File: src/rtl/dff_arb_pkg.sv
// Shared encodings for the dff_reg_arbiter slice: register commands and sequencer states.
package dff_arb_pkg;

  localparam logic [1:0] OP_NOP  = 2'b00;
  localparam logic [1:0] OP_LOAD = 2'b01;
  localparam logic [1:0] OP_SET  = 2'b10;
  localparam logic [1:0] OP_CLR  = 2'b11;

  typedef enum logic [1:0] {
    S_IDLE   = 2'b00,
    S_GRANT  = 2'b01,
    S_COMMIT = 2'b10
  } state_e;

endpackage

File: src/rtl/dff_reg_arbiter_rr_pick.sv
// Combinational round-robin search: first set request bit starting at ptr_i, wrapping mod N.
module rr_pick #(
  parameter int N  = 4,
  parameter int PW = 2
) (
  input  logic [N-1:0]  req_i,
  input  logic [PW-1:0] ptr_i,
  output logic [PW-1:0] win_o,
  output logic          vld_o
);

  // Walk from the farthest candidate back to ptr_i so the closest one is written last.
  always_comb begin
    win_o = '0;
    vld_o = 1'b0;
    for (int k = N - 1; k >= 0; k--) begin
      if (req_i[(int'(ptr_i) + k) % N]) begin
        win_o = PW'((int'(ptr_i) + k) % N);
        vld_o = 1'b1;
      end
    end
  end

endmodule

File: src/rtl/dff_reg_arbiter.sv
// Round-robin arbiter and IDLE/GRANT/COMMIT sequencer for one shared set/clear/load register.
// Optional macro DFF_ARB_LOCK_EN adds a per-requester lock input that holds the rr pointer.
module dff_reg_arbiter
  import dff_arb_pkg::*;
#(
  parameter int N     = 4,
  parameter int WIDTH = 8
) (
  input  logic                 CLK,
  input  logic                 Reset,
  input  logic [N-1:0]         req,
  input  logic [2*N-1:0]       op,
  input  logic [N*WIDTH-1:0]   wdata,
`ifdef DFF_ARB_LOCK_EN
  input  logic [N-1:0]         lock,
`endif
  output logic [N-1:0]         gnt,
  output logic                 ack,
  output logic [WIDTH-1:0]     q,
  output logic                 busy
);

  localparam int PW = $clog2(N);

  state_e             state_q, state_d;
  logic [N-1:0]       gnt_q, gnt_d;
  logic               ack_q, ack_d;
  logic               busy_q, busy_d;
  logic [WIDTH-1:0]   q_q, q_d;
  logic [PW-1:0]      ptr_q, ptr_d;
  logic [PW-1:0]      win_q, win_d;
  logic [1:0]         op_q, op_d;
  logic [WIDTH-1:0]   data_q, data_d;

  logic [PW-1:0]      pick_win;
  logic               pick_vld;
  logic               hold;

  rr_pick #(
    .N  (N),
    .PW (PW)
  ) u_pick (
    .req_i (req),
    .ptr_i (ptr_q),
    .win_o (pick_win),
    .vld_o (pick_vld)
  );

`ifdef DFF_ARB_LOCK_EN
  assign hold = lock[win_q];
`else
  assign hold = 1'b0;
`endif

  function automatic logic [WIDTH-1:0] apply_op(input logic [1:0]       cmd,
                                                input logic [WIDTH-1:0] cur,
                                                input logic [WIDTH-1:0] din);
    case (cmd)
      OP_LOAD: return din;
      OP_SET:  return '1;
      OP_CLR:  return '0;
      default: return cur;
    endcase
  endfunction

  function automatic logic [PW-1:0] next_ptr(input logic [PW-1:0] w);
    return (int'(w) == N - 1) ? '0 : w + 1'b1;
  endfunction

  always_comb begin
    state_d = state_q;
    gnt_d   = gnt_q;
    ack_d   = 1'b0;
    q_d     = q_q;
    ptr_d   = ptr_q;
    win_d   = win_q;
    op_d    = op_q;
    data_d  = data_q;
    case (state_q)
      S_IDLE: begin
        gnt_d = '0;
        if (pick_vld) begin
          win_d           = pick_win;
          gnt_d[pick_win] = 1'b1;
          state_d         = S_GRANT;
        end
      end
      // The winner must still be requesting at the capture edge; otherwise the grant is aborted.
      S_GRANT: begin
        if (req[win_q]) begin
          op_d    = op[2*int'(win_q) +: 2];
          data_d  = wdata[WIDTH*int'(win_q) +: WIDTH];
          state_d = S_COMMIT;
        end else begin
          gnt_d   = '0;
          state_d = S_IDLE;
        end
      end
      S_COMMIT: begin
        q_d     = apply_op(op_q, q_q, data_q);
        ack_d   = 1'b1;
        gnt_d   = '0;
        ptr_d   = hold ? win_q : next_ptr(win_q);
        state_d = S_IDLE;
      end
      default: begin
        gnt_d   = '0;
        state_d = S_IDLE;
      end
    endcase
    busy_d = (state_d != S_IDLE);
  end

  always_ff @(posedge CLK or negedge Reset) begin
    if (!Reset) begin
      state_q <= S_IDLE;
      gnt_q   <= '0;
      ack_q   <= 1'b0;
      busy_q  <= 1'b0;
      q_q     <= '0;
      ptr_q   <= '0;
      win_q   <= '0;
      op_q    <= OP_NOP;
      data_q  <= '0;
    end else begin
      state_q <= state_d;
      gnt_q   <= gnt_d;
      ack_q   <= ack_d;
      busy_q  <= busy_d;
      q_q     <= q_d;
      ptr_q   <= ptr_d;
      win_q   <= win_d;
      op_q    <= op_d;
      data_q  <= data_d;
    end
  end

  assign gnt  = gnt_q;
  assign ack  = ack_q;
  assign q    = q_q;
  assign busy = busy_q;

endmodule

File: config.mk
export PLATFORM = sky130hd
export DESIGN_NAME = dff_reg_arbiter
export DESIGN_NICKNAME = d
export VERILOG_FILES = /design/src/rtl/dff_arb_pkg.sv /design/src/rtl/dff_reg_arbiter_rr_pick.sv /design/src/rtl/dff_reg_arbiter.sv
export SDC_FILE = /design/constraint.sdc
export NUM_CORES = 1
export LEC_CHECK = 0
export CORE_AREA = 2 2 66 68
export CTS_CLUSTER_SIZE = 14
export DETAILED_ROUTE_END_ITERATION = 10
export DIE_AREA = 0 0 68 70
export GPL_TIMING_DRIVEN = 0
export PLACE_DENSITY = 0.74
export SLEW_MARGIN = 0
export SYNTH_ARGS = -nofsm -noshare
export SYNTH_HDL_FRONTEND = slang
export SYNTH_SLANG_ARGS = --single-unit
File: constraint.sdc
create_clock -name CLK -period 1.8 [get_ports CLK]
set_input_delay 0.18 -clock CLK [delete_from_list [all_inputs] [get_ports CLK]]
set_output_delay 0.18 -clock CLK [all_outputs]
set_load 0.01 [all_outputs]
==> metrics, run 1 <==
cell area after synthesis=1530 sq um; Switching Share=33.1%; Avg WL per Cell=16.2 microns; HPWL after detailed placement=2880 microns; area fraction of the dominant cell type after synthesis=48.9%; CP bufs+invs=2; period utilisation layout=95.8%; core box area=4140 sq um; post-DR vias/cell=5.16; clk slew on worst S/H paths=0.07 ns; drt initial violations=60; Routed Antenna Nets=0; pin count of the biggest net entering global routing=31; initial antenna violation count=0; Root Driver=clkbuf_8; total global-route track usage=17.6%; Min Hold Slack=0.457 ns; status=completed; TritonRoute pass-1 iters=4; Rel. slew slack=55.6%; share of layout cells above drive strength 1=21.2%; Syn. warnings=0; CP top delay family=multiplexers; Clock Latency Late Sink=0.29 ns; Crit Path Max Fanout=5; Fill cells=340; Die Ht=70 microns; Vias=1217; Remaining Overflow, GRT=0; Util after Layout=56.0%; CP cell instances=buf_6 -> mux2i_2 -> a2111oi_4 -> buf_4 -> mux2_2; CTS tree=done; Total Routed Length=3830 microns; number of global-route vias before repair=1334; DP Worst Slack=-0.442 ns; final max-slew violation count=0; Multi-input gate area=741 sq um; Worst Skew=0.00598 ns; first-pass GRT wire length=6290 microns; IO Count=60; register area share after synthesis=48.9%; RSZ-0062 raised after global routing=no; worst path required time=1.97 ns; clock power share=15.7%; CP Launch Type=register; final setup violation count=0; Finished Layout Cells=236; Longest Clk Path Bufs=2; Cells after Synth=113; Antenna diodes=0; slowest cell delay on critical path=0.40 ns; cell area power density=1550 nW/um^2; minimum clock period=1.73 ns; Mean Syn Cell Area=13.6 sq um; sw power=1.19 mW; Power Internal=2.41 mW; DRC violations left=0; P_leak=0.944 nW; Reg area=751 sq um; Setup crit end kind=register; die area=4760 sq um; Final nets=230; Slowest-stage cell, CP=dfrtp_1; cts bufs inserted=5; Worst Tran Pin Value=0.667 ns; Max Cap Viol=0; total power=3.60 mW; share of total power in combinational logic=50.2%; fmax=580 MHz; Max IR drop VDD=0.740 mV; critical path arrival=1.90 ns; Worst Hold Class=in -> async; sequential power share=34.1%; FF+latch count, synth=30; Area growth syn-to-layout=51.2%; CTS H-Tree Depth=2; Final Hold Vio Count=0; Starting Density=37.0%; top cells by area, synth=dfrtp_1 (49%), mux4_2 (15%), o22a_1 (4.6%), nor2b_1 (4.5%), mux2_2 (4.4%); Die Wd=68 microns; Netlist cell types=30; setup ws final=0.0749 ns; largest area contributor in the netlist=dfrtp_1; FP Rows=24; IO buf count=59; placed cell count=224; GPL Wtd Cong=0.710; CTS sink cnt=30; Synth Net Count=160; crit path kind=reg -> reg
[stage by stage]
step	TNS, ns	instance area, sq um
after detailed placement	-4.82	2190
after floorplan	-0.0363	1530
after global routing	0	2320
final	0	2320
after CTS	0	2300
after global placement	-5.20	2190
[final timing paths]
path                       startpoint         to  slack [ns]  cells after the start
min                             Reset       q[4]        0.46                      2
min reg2reg                 data_q[4]  data_q[4]        0.50                      1
min in group CLK            data_q[4]  data_q[4]        0.50                      1
max                          win_q[0]  data_q[2]        0.07                      5
max in group asynchronous       Reset   win_q[0]        0.91                      2
max reg2reg                  win_q[0]  data_q[2]        0.07                      5
[flip-flops by register name, summed over array words and instances, names as in the netlist]
register	count
data_q	8
q	8
gnt	4
op_q	2
ptr_q	2
state_q	2
win_q	2
ack	1
busy	1
[logic make-up (layout without fill, tap and decap cells)]
logic type,after synthesis,after routing,share of synthesized area (%)
fa+ha+maj,1,1,0.816
simple gates,32,32,11.5
mux,21,21,23.7
flops,30,30,48.9
compound gates,21,21,12.1
buf+inv,8,79,3.02
[layout by cell type (no fill, tap or decap), drive strengths merged, types with 2 or more instances in the layout]
cell type	synthesis	final
a22o	2	2
buf	3	7
a21o	2	2
nor2b	11	11
nand2	7	7
inv	4	4
clkbuf	1	7
o21ai	3	3
nand3	2	2
clkdlybuf4s50	0	58
nor2	4	4
o22a	8	8
mux2	10	10
mux4	10	10
and4	2	2
a32o	2	2
dfrtp	30	30
[cell usage after synthesis (all sizes together)]
library cell,n
a2111oi,1
a211oi,1
a21o,2
a21oi,1
a22o,2
a32o,2
and4,2
buf,3
clkbuf,1
dfrtp,30
ha,1
inv,4
mux2,10
mux2i,1
mux4,10
nand2,7
nand2b,1
nand3,2
nand3b,1
nand4,1
nor2,4
nor2b,11
nor4,1
o21ai,3
o22a,8
o31ai,1
or2,1
or3,1
[final cells by class]
class	count	area share (%)
Sequential cell	30	32.4
Timing Repair Buffer	63	26.6
Tap cell	52	2.80
Buffer	4	1.51
Multi-Input combinational cell	75	31.9
Clock inverter	2	0.539
Clock buffer	6	3.56
Inverter	4	0.647
[worst register-to-register path, stage by stage (launching register included)]
cell	delay [ns]
dfrtp_1	0.40
buf_6	0.14
mux2i_2	0.16
a2111oi_4	0.38
buf_4	0.21
mux2_2	0.33
[metal layers]
layer	global-route usage, %	wire length [microns]	share of wire [%]
met1	21.5	1580	41
met5	0	0	0
met4	5.78	61	1.6
met2	28.6	1900	50
met3	6.28	292	7.6
[power by group through the flow]
| stage | logic, mW | registers (mW) | clock network (mW) |
|---|---|---|---|
| finish | 1.81 | 1.23 | 0.566 |
| global route | 1.96 | 1.28 | 0.615 |
| CTS | 1.81 | 1.23 | 0.584 |
| detailed placement | 1.76 | 1.24 | 0 |
| global placement | 1.70 | 1.23 | 0 |
| floorplan | 1.10 | 1.25 | 0 |
[repair_timing]
action | CTS | global route
buffers inserted | 2 | 1
endpoints found under the hold margin | 0 | 30
hold buffers | 0 | 1
gates resized for setup | 2 | 1
endpoints found under the setup margin | 14 | 4
pin swaps | 1 | 0
No activity file was read; power rests on OpenSTA's default activity.
==> run 2, diff against run 1 <==
- CORE_AREA: 2 2 66 68 -> 3 3 62 64
- DIE_AREA: 0 0 68 70 -> 0 0 65 67
- PLACE_DENSITY: 0.74 -> 0.82
- clock period: 1.8 -> 2 ns (I/O delays scaled with it)
==> metrics, run 2 (synthesis gave the netlist of run 1 again) <==
Starting Density=46.0% (+9.0 points); Final Cell Area=2270 sq um (-2.0%); number of global-route vias before repair=1275 (-4.4%); cell area power density=1390 nW/um^2 (-11%); Routed Antenna Nets=0 (unchanged); Reg area=751 sq um (unchanged); Remaining Overflow, GRT=0 (unchanged); total power=3.15 mW (-12%); die area=4360 sq um (-8.5%); CTS tree=done; cts bufs inserted=5 (unchanged); total global-route track usage=19.6% (+2.0 points); pin count of the biggest net entering global routing=31 (unchanged); Area growth syn-to-layout=48.1%; core box area=3340 sq um (-19%); Max IR drop VDD=0.744 mV (+0.57%); commonest cells after routing, fill and taps aside=clkdlybuf4s50_1 (58), dfrtp_1 (30), nor2b_1 (11), mux4_2 (10), o22a_1 (8); Antenna diodes=0 (unchanged); DRC violations left=0 (unchanged); P_leak=0.928 nW (-1.7%); Final nets=228 (-0.87%); critical path arrival=2.04 ns (+0.14 ns); IO Count=60 (unchanged); placed cell count=218 (-2.7%); FP Rows=21 (-13%); Worst R2R Start=win_q[0]; Worst Skew=0.00416 ns (-0.00183 ns); Clock Latency Late Sink=0.33 ns (+0.04 ns); CTS sink cnt=30 (unchanged); Fill cells=265 (-22%); CP cell instances=buf_6 -> mux2i_1 -> a2111oi_4 -> buf_4 -> mux2_2; Slowest-stage cell, CP=a2111oi_4; # resized after CTS=0 (-2); Setup crit end kind=register; Util after Layout=68.1% (+12 points); final max-slew violation count=0 (unchanged); Crit Path Max Fanout=6 (+1); final setup violation count=0 (unchanged); Worst Tran Pin Value=0.653 ns (-0.0136 ns); IO buf count=59 (unchanged); Max Cap Viol=0 (unchanged); crit path launch=win_q[0]; fmax=549 MHz (-5.2%); GPL Wtd Cong=0.748 (+5.4%); Vias=1212 (-0.41%); Total Routed Length=3800 microns (-0.73%); share of layout cells above drive strength 1=19.2% (-2.0 points); drt initial violations=59 (-1.7%); Die Ht=67 microns (-4.3%); Final Hold Vio Count=0 (unchanged); DP Area=2180 sq um (-0.34%); crit path kind=reg -> reg; status=completed; TritonRoute pass-1 iters=4 (unchanged); Multi-input gate area=737 sq um (-0.51%); Avg WL per Cell=16.7 microns (+2.8%); Worst Hold Class=in -> async; Rel. slew slack=56.5% (+0.91 points); initial antenna violation count=0 (unchanged); slowest cell delay on critical path=0.44 ns (+0.04 ns); clk slew on worst S/H paths=0.10 ns (+0.03 ns); first-pass GRT wire length=6260 microns (-0.43%); most common cell after layout, fill and taps aside=clkdlybuf4s50_1; Root Driver=clkbuf_4; CTS H-Tree Depth=2 (unchanged); HPWL after detailed placement=2950 microns (+2.5%); Finished Layout Cells=228 (-3.4%); period utilisation layout=91.0% (-4.8 points); Die Wd=65 microns (-4.4%); Longest Clk Path Bufs=2 (unchanged); minimum clock period=1.82 ns (+0.0955 ns); worst path required time=2.22 ns (+0.25 ns); RSZ-0062 raised after global routing=no; CP Launch Type=register; post-DR vias/cell=5.32 (+3.1%)
==> run 2: cell types whose count changed in the layout (fill, tap and decap cells not counted) <==
cell	before	now
buf_2	1	2
buf_4	4	1
bufinv_16	0	1
clkbuf_1	0	1
clkbuf_2	1	0
clkbuf_4	0	5
clkbuf_8	6	0
clkinv_2	1	2
clkinvlp_4	1	0
mux2i_1	0	1
mux2i_2	1	0
==> run 2: through the flow <==
stage          hold slack (ns)  setup TNS (ns)  setup slack (ns)
2_1_floorplan          -0.0956               0             0.189
3_3_place_gp             0.480           -2.23            -0.280
3_5_place_dp             0.486           -3.11            -0.340
4_1_cts                  0.504               0             0.208
5_1_grt                  0.491               0             0.125
6_report                 0.434               0             0.179
==> run 2: per-layer routing <==
layer	vias to the layer above	GRT usage [%]	share of wire, %
met5	-	0	0
met4	0	4.75	0.63
met3	2	7.08	6.7
met2	38	36.0	55
met1	602	21.5	37
li1	570	-	-
==> run 2: critical path, delay by kind of cell, from the launching register on <==
family | cells | cell delay (ns)
AO/OA/AOI/OAI | 1 | 0.44
buffers and inverters | 2 | 0.37
flip-flops | 1 | 0.40
multiplexers | 2 | 0.50
==> run 2: path summary, 6_finish.rpt <==
path	end	slack [ns]	cells past startpoint
worst min register to register	gnt[0]	0.50	1
max in group asynchronous	gnt[3]	1.15	2
worst max-delay path	data_q[5]	0.18	5
min in group CLK	gnt[0]	0.50	1
worst max register to register	data_q[5]	0.18	5
worst min-delay path	q[7]	0.43	2
==> run 2: repair_timing <==
item	in CTS	in global routing
hold endpoints to repair	0	30
buffers inserted	1	0
endpoints found under the setup margin	4	0
hold buffers	0	1
==> run 2: layout make-up <==
cell class	instances	area share, %
flip-flops and latches	30	33.0
multi-input cells	75	32.4
repair buffers	61	26.5
well taps	46	2.53
clock inverters	3	1.76
clock buffers	5	1.65
plain buffers	4	1.38
inverters	4	0.661
==> run 2: where the power goes <==
group          internal, mW  leakage [nW]  switching [mW]
Sequential            0.899         0.360           0.204
Clock                 0.259        0.0450           0.213
Combinational         0.955         0.523           0.622
Total                  2.11         0.928            1.04
==> run 3, diff against run 2 <==
--- a/config.mk
+++ b/config.mk
@@ -6,8 +6,8 @@
 export NUM_CORES = 1
 export LEC_CHECK = 0
-export CORE_AREA = 3 3 62 64
+export CORE_AREA = 2 2 61 63
 export CTS_CLUSTER_SIZE = 14
 export DETAILED_ROUTE_END_ITERATION = 10
-export DIE_AREA = 0 0 65 67
+export DIE_AREA = 0 0 63 65
 export GPL_TIMING_DRIVEN = 0
 export PLACE_DENSITY = 0.82
==> constraint.sdc (replaced) <==
create_clock -name CLK -period 2 [get_ports CLK]
set_input_delay 0.2 -clock CLK [delete_from_list [all_inputs] [get_ports CLK]]
set_output_delay 0.2 -clock CLK [all_outputs]
set_load 0.02 [all_outputs]
==> metrics, run 3 (synthesis gave the netlist of run 1 again) <==
DRC violations left=0 (unchanged); clk slew on worst S/H paths=0.09 ns (about the same); CTS H-Tree Depth=2 (unchanged); Fill cells=270 (+1.9%); FF-to-FF End=data_q[7]; Crit Path Max Fanout=10 (+4); Max IR drop VDD=0.611 mV (-18%); core box area=3500 sq um (+4.8%); minimum clock period=1.80 ns (-0.0240 ns); drt initial violations=33 (-44%); Final Hold Vio Count=0 (unchanged); initial antenna violation count=0 (unchanged); commonest cells after routing, fill and taps aside=clkdlybuf4s50_1 (58), dfrtp_1 (30), nor2b_1 (11), mux4_2 (10), o22a_1 (8); total power=3.15 mW (about the same); # resized after CTS=0 (unchanged); Worst Hold Class=in -> async; CP Launch Type=register; Worst Skew=0.00584 ns (+0.00168 ns); Reg area=751 sq um (unchanged); cts bufs inserted=5 (unchanged); share of layout cells above drive strength 1=19.2% (unchanged); Avg WL per Cell=15.4 microns (-7.8%); crit path launch=win_q[1]; crit path kind=reg -> reg; Worst R2R Start=win_q[1]; post-DR vias/cell=5.11 (-3.9%); Die Wd=63 microns (-3.1%); GPL Wtd Cong=0.747 (-0.16%); Remaining Overflow, GRT=0 (unchanged); Starting Density=43.9% (-2.1 points); Die Ht=65 microns (-3.0%); critical path arrival=2.01 ns (-0.03 ns); first-pass GRT wire length=5780 microns (-7.7%); Vias=1175 (-3.1%); worst r2r path cells=3 (-2); Root Driver=clkbuf_4; Final nets=228 (unchanged); CTS tree=done; worst path required time=2.21 ns (about the same); Antenna diodes=0 (unchanged); final max-slew violation count=0 (unchanged); IO Count=60 (unchanged); cell area power density=1390 nW/um^2 (+0.54%); Routed Antenna Nets=0 (unchanged); status=completed; IO buf count=59 (unchanged); pin count of the biggest net entering global routing=31 (unchanged); Worst Tran Pin Value=0.624 ns (-0.0289 ns); die area=4100 sq um (-6.0%); RSZ-0062 raised after global routing=no; CTS sink cnt=30 (unchanged); HPWL after detailed placement=2860 microns (-3.0%); Longest Clk Path Bufs=2 (unchanged); total global-route track usage=18.8% (-0.84 points); TritonRoute pass-1 iters=4 (unchanged); DP Area=2180 sq um (+0.12%); Clock Latency Late Sink=0.33 ns (about the same); Rel. slew slack=58.4% (+1.9 points); Worst R2R Setup Slack=0.20 ns (+0.02 ns); FP Rows=22 (+4.8%); Multi-input gate area=737 sq um (unchanged); Final Cell Area=2260 sq um (-0.50%); fmax=557 MHz (+1.3%); Min Hold Slack=0.417 ns (-0.0170 ns); Area growth syn-to-layout=47.4%; Total Routed Length=3540 microns (-7.0%); most common cell after layout, fill and taps aside=clkdlybuf4s50_1; P_leak=0.918 nW (-1.2%); final setup violation count=0 (unchanged); number of global-route vias before repair=1230 (-3.5%); Setup crit end kind=register; Worst Setup EP=data_q[7]; period utilisation layout=89.8% (-1.2 points); Max Cap Viol=0 (unchanged)
[run 3: changes by cell type in the layout (fill, tap and decap cells not counted)]
cell	change
bufinv_16	-1
clkbuf_8	+1
clkinvlp_4	+1
clkinv_2	-1
[run 3: how the worst min path moves through the flow]
stage / startpoint / end / slack (ns) / cells after the start
2_1_floorplan: Reset / ack / -0.1 / 0
3_3_place_gp: gnt[2] / gnt[2] / 0.48 / 1
3_5_place_dp: gnt[0] / gnt[0] / 0.49 / 1
4_1_cts: data_q[6] / data_q[6] / 0.51 / 1
5_1_grt: Reset / gnt[2] / 0.47 / 2
6_report: Reset / gnt[2] / 0.42 / 2
[run 3: per-stage QoR]
| stage | instances | TNS [ns] | util (%) | setup slack, ns |
|---|---|---|---|---|
| floorplan | 113 | 0 | - | 0.189 |
| global placement | 220 | -2.15 | 62.5 | -0.272 |
| detailed placement | 220 | -2.19 | 62.5 | -0.286 |
| CTS | 229 | 0 | 64.5 | 0.173 |
| global route | 230 | 0 | 64.7 | 0.115 |
| finish | 230 | 0 | 64.7 | 0.203 |
[run 3: what timing repair did]
action | in CTS | in global routing
endpoints found under the hold margin | 0 | 30
setup endpoints to repair | 4 | 0
hold buffers | 0 | 1
buffers inserted | 1 | 0
[run 3: per-layer routing]
layer  vias to the layer above  part of all wire, %  GRT usage, %
met5                         -                    0             0
met3                         5                  5.1          5.38
met1                       574                   41          22.1
li1                        560                    -             -
met4                         0                  1.5          7.50
met2                        36                   52          32.4
[run 3: power by group]
part | total (mW) | switching [mW] | internal, mW
sequential | 1.12 | 0.216 | 0.900
clock | 0.371 | 0.203 | 0.169
combinational | 1.67 | 0.711 | 0.956
total | 3.15 | 1.13 | 2.02
[run 3: layout make-up]
type                    instances  area share [%]
inverters                       4           0.664
multi-input cells              75            32.6
clock inverters                 2           0.553
clock buffers                   6            2.27
repair buffers                 61            26.7
plain buffers                   4            1.38
flip-flops and latches         30            33.2
well taps                      48            2.66
[run 3: worst max-delay path, stage by stage, from the launching register on]
cell and delay, ns:
dfrtp_1 0.47, clkbuf_1 0.52, mux4_2 0.41, mux2_2 0.28
